$ cat src/rtl/branch_pkg.sv
// Shared types and helpers for the gshare branch resolution path.
package branch_pkg;

  localparam int BP_GHR_SIZE = 10;

  typedef struct packed {
    logic [31:0]            pc;
    logic                   taken;
    logic [31:0]            target;
    logic [BP_GHR_SIZE-1:0] ghr;
    logic [1:0]             ctr;
  } bp_meta_t;

  typedef enum logic {
    IDLE    = 1'b0,
    RECOVER = 1'b1
  } brs_state_t;

  function automatic logic [1:0] sat_inc(input logic [1:0] ctr);
    return (ctr == 2'd3) ? 2'd3 : ctr + 2'd1;
  endfunction

  function automatic logic [1:0] sat_dec(input logic [1:0] ctr);
    return (ctr == 2'd0) ? 2'd0 : ctr - 2'd1;
  endfunction

endpackage

$ cat src/rtl/bp_meta_fifo.sv
// Circular FIFO of in-flight branch metadata with single-cycle flush.
module bp_meta_fifo
  import branch_pkg::*;
#(
  parameter  int DEPTH = 8,
  localparam int AW    = $clog2(DEPTH),
  localparam int CW    = $clog2(DEPTH) + 1
) (
  input  logic          clk,
  input  logic          rst_n,
  input  logic          push_i,
  input  bp_meta_t      push_data_i,
  input  logic          pop_i,
  input  logic          flush_i,
  output bp_meta_t      head_o,
  output logic [CW-1:0] count_o,
  output logic          full_o,
  output logic          empty_o
);

  bp_meta_t      mem_q [DEPTH];
  logic [AW-1:0] head_q;
  logic [AW-1:0] tail_q;
  logic [CW-1:0] count_q;

  // NOTE: storage is deliberately not reset; head/tail/count alone decide which
  // entries are live, so reset only needs to clear the pointers.
  always_ff @(posedge clk) begin
    if (push_i) mem_q[tail_q] <= push_data_i;
  end

  // NOTE: sequential state uses non-blocking assignments so every register
  // samples pre-edge values regardless of statement order.
  always_ff @(posedge clk or negedge rst_n) begin
    if (!rst_n) begin
      head_q  <= '0;
      tail_q  <= '0;
      count_q <= '0;
    end else if (flush_i) begin
      head_q  <= '0;
      tail_q  <= '0;
      count_q <= '0;
    end else begin
      if (push_i) tail_q <= tail_q + AW'(1);
      if (pop_i)  head_q <= head_q + AW'(1);
      unique case ({push_i, pop_i})
        2'b10:   count_q <= count_q + CW'(1);
        2'b01:   count_q <= count_q - CW'(1);
        default: count_q <= count_q;
      endcase
    end
  end

  assign head_o  = mem_q[head_q];
  assign count_o = count_q;
  assign full_o  = (count_q == CW'(DEPTH));
  assign empty_o = (count_q == '0);

endmodule

$ cat src/rtl/branch_resolve_unit.sv
// gshare resolution: PHT write-back, mispredict detection, redirect and GHR restore.
// GHR_SIZE must match branch_pkg::BP_GHR_SIZE, which sizes the stored metadata.
module branch_resolve_unit
  import branch_pkg::*;
#(
  parameter  int GHR_SIZE = BP_GHR_SIZE,
  parameter  int QDEPTH   = 8,
  localparam int CW       = $clog2(QDEPTH) + 1
) (
  input  logic                clk,
  input  logic                rst_n,
  input  logic                pred_valid,
  output logic                pred_ready,
  input  logic [31:0]         pred_pc,
  input  logic                pred_taken,
  input  logic [31:0]         pred_target,
  input  logic [GHR_SIZE-1:0] pred_ghr,
  input  logic [1:0]          pred_ctr,
  input  logic                res_valid,
  output logic                res_ready,
  input  logic                res_taken,
  input  logic [31:0]         res_target,
  output logic                upd_valid,
  output logic [GHR_SIZE-1:0] upd_idx,
  output logic [1:0]          upd_ctr,
  output logic                redirect_valid,
  output logic [31:0]         redirect_pc,
  output logic                ghr_restore_valid,
  output logic [GHR_SIZE-1:0] ghr_restore_value,
  output logic [CW-1:0]       q_count
);

  brs_state_t state_q;
  bp_meta_t   push_meta;
  bp_meta_t   head;
  logic       full;
  logic       empty;
  logic       push;
  logic       pop;

  logic                mis_d;
  logic [GHR_SIZE-1:0] idx_d;
  logic [1:0]          ctr_d;
  logic [31:0]         redirect_pc_d;
  logic [GHR_SIZE-1:0] ghr_restore_d;

  logic                upd_valid_q;
  logic [GHR_SIZE-1:0] upd_idx_q;
  logic [1:0]          upd_ctr_q;
  logic                redirect_valid_q;
  logic [31:0]         redirect_pc_q;
  logic                ghr_restore_valid_q;
  logic [GHR_SIZE-1:0] ghr_restore_value_q;

  assign pred_ready = !full  && (state_q == IDLE);
  assign res_ready  = !empty && (state_q == IDLE);
  assign push       = pred_valid && pred_ready;
  assign pop        = res_valid  && res_ready;

  assign push_meta = '{pc: pred_pc, taken: pred_taken, target: pred_target,
                       ghr: pred_ghr, ctr: pred_ctr};

  // Wrong-path entries (including one pushed alongside the mispredicting pop)
  // are dropped during the single RECOVER cycle.
  bp_meta_fifo #(.DEPTH(QDEPTH)) u_fifo (
    .clk         (clk),
    .rst_n       (rst_n),
    .push_i      (push),
    .push_data_i (push_meta),
    .pop_i       (pop),
    .flush_i     (state_q == RECOVER),
    .head_o      (head),
    .count_o     (q_count),
    .full_o      (full),
    .empty_o     (empty)
  );

  assign idx_d         = head.pc[GHR_SIZE-1:0] ^ head.ghr;
  assign ctr_d         = res_taken ? sat_inc(head.ctr) : sat_dec(head.ctr);
  assign mis_d         = (res_taken != head.taken) ||
                         (res_taken && head.taken && (res_target != head.target));
  assign redirect_pc_d = res_taken ? res_target : head.pc + 32'd4;
  assign ghr_restore_d = {head.ghr[GHR_SIZE-2:0], res_taken};

  always_ff @(posedge clk or negedge rst_n) begin
    if (!rst_n) begin
      state_q             <= IDLE;
      upd_valid_q         <= 1'b0;
      upd_idx_q           <= '0;
      upd_ctr_q           <= '0;
      redirect_valid_q    <= 1'b0;
      redirect_pc_q       <= '0;
      ghr_restore_valid_q <= 1'b0;
      ghr_restore_value_q <= '0;
    end else begin
      upd_valid_q         <= pop;
      redirect_valid_q    <= pop && mis_d;
      ghr_restore_valid_q <= pop && mis_d;
      if (pop) begin
        upd_idx_q <= idx_d;
        upd_ctr_q <= ctr_d;
      end
      // Redirect payloads hold between pulses; consumers qualify with valid.
      if (pop && mis_d) begin
        redirect_pc_q       <= redirect_pc_d;
        ghr_restore_value_q <= ghr_restore_d;
      end
      unique case (state_q)
        IDLE:    state_q <= (pop && mis_d) ? RECOVER : IDLE;
        RECOVER: state_q <= IDLE;
        default: state_q <= IDLE;
      endcase
    end
  end

  assign upd_valid         = upd_valid_q;
  assign upd_idx           = upd_idx_q;
  assign upd_ctr           = upd_ctr_q;
  assign redirect_valid    = redirect_valid_q;
  assign redirect_pc       = redirect_pc_q;
  assign ghr_restore_valid = ghr_restore_valid_q;
  assign ghr_restore_value = ghr_restore_value_q;

endmodule

$ cat config.mk
export PLATFORM = sky130hd
export DESIGN_NAME = branch_resolve_unit
export DESIGN_NICKNAME = d
export VERILOG_FILES = /design/src/rtl/branch_pkg.sv /design/src/rtl/bp_meta_fifo.sv /design/src/rtl/branch_resolve_unit.sv
export SDC_FILE = /design/constraint.sdc
export NUM_CORES = 1
export LEC_CHECK = 0
export ABC_AREA = 1
export BUFFER_PORTS_ARGS = -buffer_cell sky130_fd_sc_hd__buf_4
export CAP_MARGIN = 10
export CORE_ASPECT_RATIO = 1.75
export CORE_MARGIN = 10
export CORE_UTILIZATION = 40
export CTS_CLUSTER_SIZE = 28
export DETAILED_ROUTE_END_ITERATION = 10
export PLACE_DENSITY = 0.62
export SKIP_LAST_GASP = 1
export SYNTH_ARGS = -nofsm -noshare
export SYNTH_HDL_FRONTEND = slang
export SYNTH_SLANG_ARGS = --single-unit
$ cat constraint.sdc
create_clock -name clk -period 4.6 [get_ports clk]
set_input_delay 0.23 -clock clk [delete_from_list [all_inputs] [get_ports clk]]
set_output_delay 0.23 -clock clk [all_outputs]
set_load 0.01 [all_outputs]
==> summary.md <==
| Metric | Value |
|---|---|
| Number of synthesized register bits | 683 |
| Worst skew pair latency | 0.64 ns |
| Combinational Power Share | 0.375 |
| HPWL Detailed | 54580 um |
| Global Route Usage Sum | 0.1937 |
| Worst-path cell chain | buf_4, buf_4, nand3_1, nand3_1, nand2_1, nor2_1, nand2_1, nor2_4, nand2_1, a31oi_1, nand3_1, nand2_1 |
| Setup crit end | redirect_pc[9] |
| Crit-path most repeated cell | nand2_1 |
| Vias | 21.62k |
| Logic depth of the worst path, buffers included | 12 |
| Die W | 228.0 um |
| GRT Residual Overflow | 0 |
| Crit path DAT | 4.26 ns |
| Final net count | 3357 |
| Setup Skew | 0.02657 ns |
| CP peak stage delay | 0.56 ns |
| CP Buf/Inv Count | 2 |
| Core box area | 0.07522 sq mm |
| Dominant cell type by area after synthesis | edfxtp_1 |
| Final std cells w/o fill | 4305 |
| Yosys Warn Count | 0 |
| Initial antenna violation count | 8 |
| Placed cell count | 4100 |
| DR pass1 iterations | 6 |
| Seq/Total Area, Yosys | 0.6659 |
| Synth Flop Type | edfxtp_1 |
| Vias/cell | 5.023 |
| Starting Density | 0.4028 |
| Slowest-stage cell, CP | dfrtp_4 |
| Syn avg cell area | 10.07 sq um |
| Max-cap viol count | 0 |
| Share of the synthesized area in the top cell type | 0.6106 |
| Crit path max fanout | 46 |
| Kind of end point of the critical path | flip-flop |
| Post-Syn Instances | 3010 |
| Final Power | 21.19 mW |
| Dominant cells by area after synthesis | edfxtp_1 (61%), nand2_1 (13%), dfrtp_1 (5.5%) |
| Seq. cell area | 0.02019 sq mm |
| Fin. Hold Viols | 0 |
| Post-CTS Setup Repair Bufs | 0 |
| Hold depth | 5 |
| CP Launch Type | flip-flop |
| DIE HEIGHT | 384.1 um |
| Synthesized cell area | 0.03030 sq mm |
| Max-slew headroom | 0.3270 |
| Post-synthesis cell type count | 36 |
| Pwr Density | 596.7 mW/mm^2 |
| Crit path required time | 5.17 ns |
| Outcome | finished, final reports clean |
| Crit path from | u_fifo.head_q[1] |
| Clk sink count | 683 |
| Number of enable flip-flop cells after synthesis | 616 |
| DR WL/cell | 20.06 um |
| Final ANT Viol Nets | 0 |
| # port buffers | 176 |
| R2r startpoint | u_fifo.head_q[1] |
| Most frequent cell after synthesis | nand2_1 |
| Peak VDD IR | 0.3773 mV |
| Fill count | 6977 |
| RD Place Congestion | 0.9040 |
| Fmax | 271.3 MHz |
| Tmin final | 3.686 ns |
| Net load switching power | 8.299 mW |
| Clk pwr share | 0.240 |
| CTS buffer count | 59 |
| Reg2reg end | redirect_pc[9] |
| Class of the worst hold path | primary input to flip-flop |
| Final wirelength | 86350 um |
| Worst slack at placement | 1.058 ns |
| Largest net degree at the start of global routing | 96 |
| Sequential share of power | 0.385 |
| Area Growth Syn to Fin | 17.21% |
| Worst-Margin Slew | 1.009 ns |
| H-Tree Depth | 2 |
| CTS tree | yes |
| Critical path's top delay family | simple AND/OR/NAND/NOR gates |
| Multi-input logic area | 0.008108 sq mm |
| Share of cells above drive strength 1 | 0.1086 |
| CTS Root Cell | clkbuf_16 |
| Clock Tree Buf Depth | 3 |
| Clock slew seen by the registers of the worst setup and hold paths | 0.07 ns |
| First-pass GRT wire length | 130900 um |
| Reg2reg setup slack | 0.91 ns |
| Reg2reg path depth | 12 |
| Asr flop ratio synth | 0.09810 |
| Synth top cells by count | nand2_1 (1055), edfxtp_1 (616), nand3_1 (333), inv_1 (316), nor2_1 (204) |
| Die area | 0.08758 sq mm |
| DR DRC count | 0 |
| Vias in the first global route | 21.14k |
| Leakage | 14.83 nW |
| 1st-iter DRT viols | 1921 |
| Sw Share | 0.3917 |
| Int Power | 12.89 mW |
| Syn Nets | 3131 |
| RSZ-0062 raised after global routing | false |
| I/O pin count | 177 |
| Tcrit/Tclk final | 0.8012 |
| Critical setup path kind | flip-flop to flip-flop |
| Final Setup Violations | 0 |
| Core Rows | 133 |
| Setup WS post-layout | 0.9144 ns |
| Max Slew Vio Count | 0 |
## worst min path at each step
stage                    from           endpoint  slack, ns
4_1_cts        res_target[20]    redirect_pc[20]      0.002
2_1_floorplan           rst_n  ghr_restore_valid      -0.07
3_3_place_gp            rst_n         upd_idx[1]       0.29
5_1_grt        res_target[18]    redirect_pc[18]       0.03
3_5_place_dp            rst_n         upd_idx[1]       0.29
6_report       res_target[18]    redirect_pc[18]       0.02
## per-layer routing
metal  wire length (um)  GRT usage
met4               2628    0.06696
met3               4733    0.02604
met2              43240     0.3394
met5                 27          0
met1              35720     0.2424
## power by group through the flow
stage | combinational (mW) | sequential [mW] | clock (mW)
final | 7.94 | 8.15 | 5.10
after global routing | 8.86 | 8.22 | 5.40
after CTS | 8.03 | 8.14 | 5.17
after detailed placement | 7.93 | 8.26 | 0
after global placement | 7.83 | 8.26 | 0
after floorplan | 5.15 | 8.29 | 0
## layout by cell type (no fill, tap or decap), types with 6 or more instances in the layout
master,synthesis,final
a31oi_1,11,11
buf_12,0,16
buf_4,17,207
clkbuf_1,28,14
clkbuf_16,0,61
clkinv_2,0,11
clkinvlp_4,0,6
dfrtp_1,67,64
diode_2,0,6
dlygate4sd3_1,0,87
edfxtp_1,616,616
ha_1,6,6
inv_1,316,315
nand2_1,1055,1055
nand2_2,6,6
nand3_1,333,333
nand3b_1,23,23
nor2_1,204,196
nor2_2,10,10
nor2_4,2,10
o21ai_0,110,110
o21ai_1,28,28
o22ai_1,33,33
xnor2_1,6,6
xor2_1,10,10
## flip-flops by register name, summed over array words and instances (netlist names)
| register | cells |
|---|---|
| ghr_restore_valid | 1 |
| ghr_restore_value | 10 |
| redirect_pc | 32 |
| state_q | 1 |
| u_fifo.count_o | 4 |
| u_fifo.head_q | 3 |
| u_fifo.mem_q | 616 |
| u_fifo.tail_q | 3 |
| upd_ctr | 2 |
| upd_idx | 10 |
| upd_valid | 1 |
## per-stage QoR
step / util / instance area [sq um] / TNS [ns] / hold slack, ns
after floorplan: - / 30300 / -171.74 / -0.06559
after global placement: 0.4341 / 32650 / 0 / 0.2857
after detailed placement: 0.4341 / 32650 / 0 / 0.2933
after CTS: 0.4719 / 35500 / 0 / 0.001569
after global routing: 0.4721 / 35510 / 0 / 0.03175
final: 0.4721 / 35510 / 0 / 0.01553
## logic make-up after synthesis
| kind of cell | Yosys count | share of synthesized area |
|---|---|---|
| AOI/OAI and AO/OA | 195 | 0.03486 |
| xor gates and xnor gates | 16 | 0.004625 |
| adders and majority gates | 7 | 0.003139 |
| buffers and inverters | 467 | 0.06847 |
| DFF | 683 | 0.6659 |
| and+or+nand+nor | 1642 | 0.2230 |
## layout make-up
cell class / count / area share
diodes: 6 / 0.0004228
clock buffers: 80 / 0.04640
clock inverters: 32 / 0.009125
inverters: 322 / 0.03435
multi-input cells: 1860 / 0.2283
flip-flops and latches: 683 / 0.5684
well taps: 1012 / 0.03566
repair buffers: 310 / 0.07730
## tightest hold or removal path: cells and delay by family
kind	cells	cell delay, ns
and+or+nand+nor	4	0.25
buffers and inverters	1	0.14
## timing repair
item	in CTS	in global routing
endpoints found under the hold margin	665	0
hold buffers	87	0
endpoints found under the setup margin	0	0
resized for setup	0	0
(Power assumes the default switching activity.)
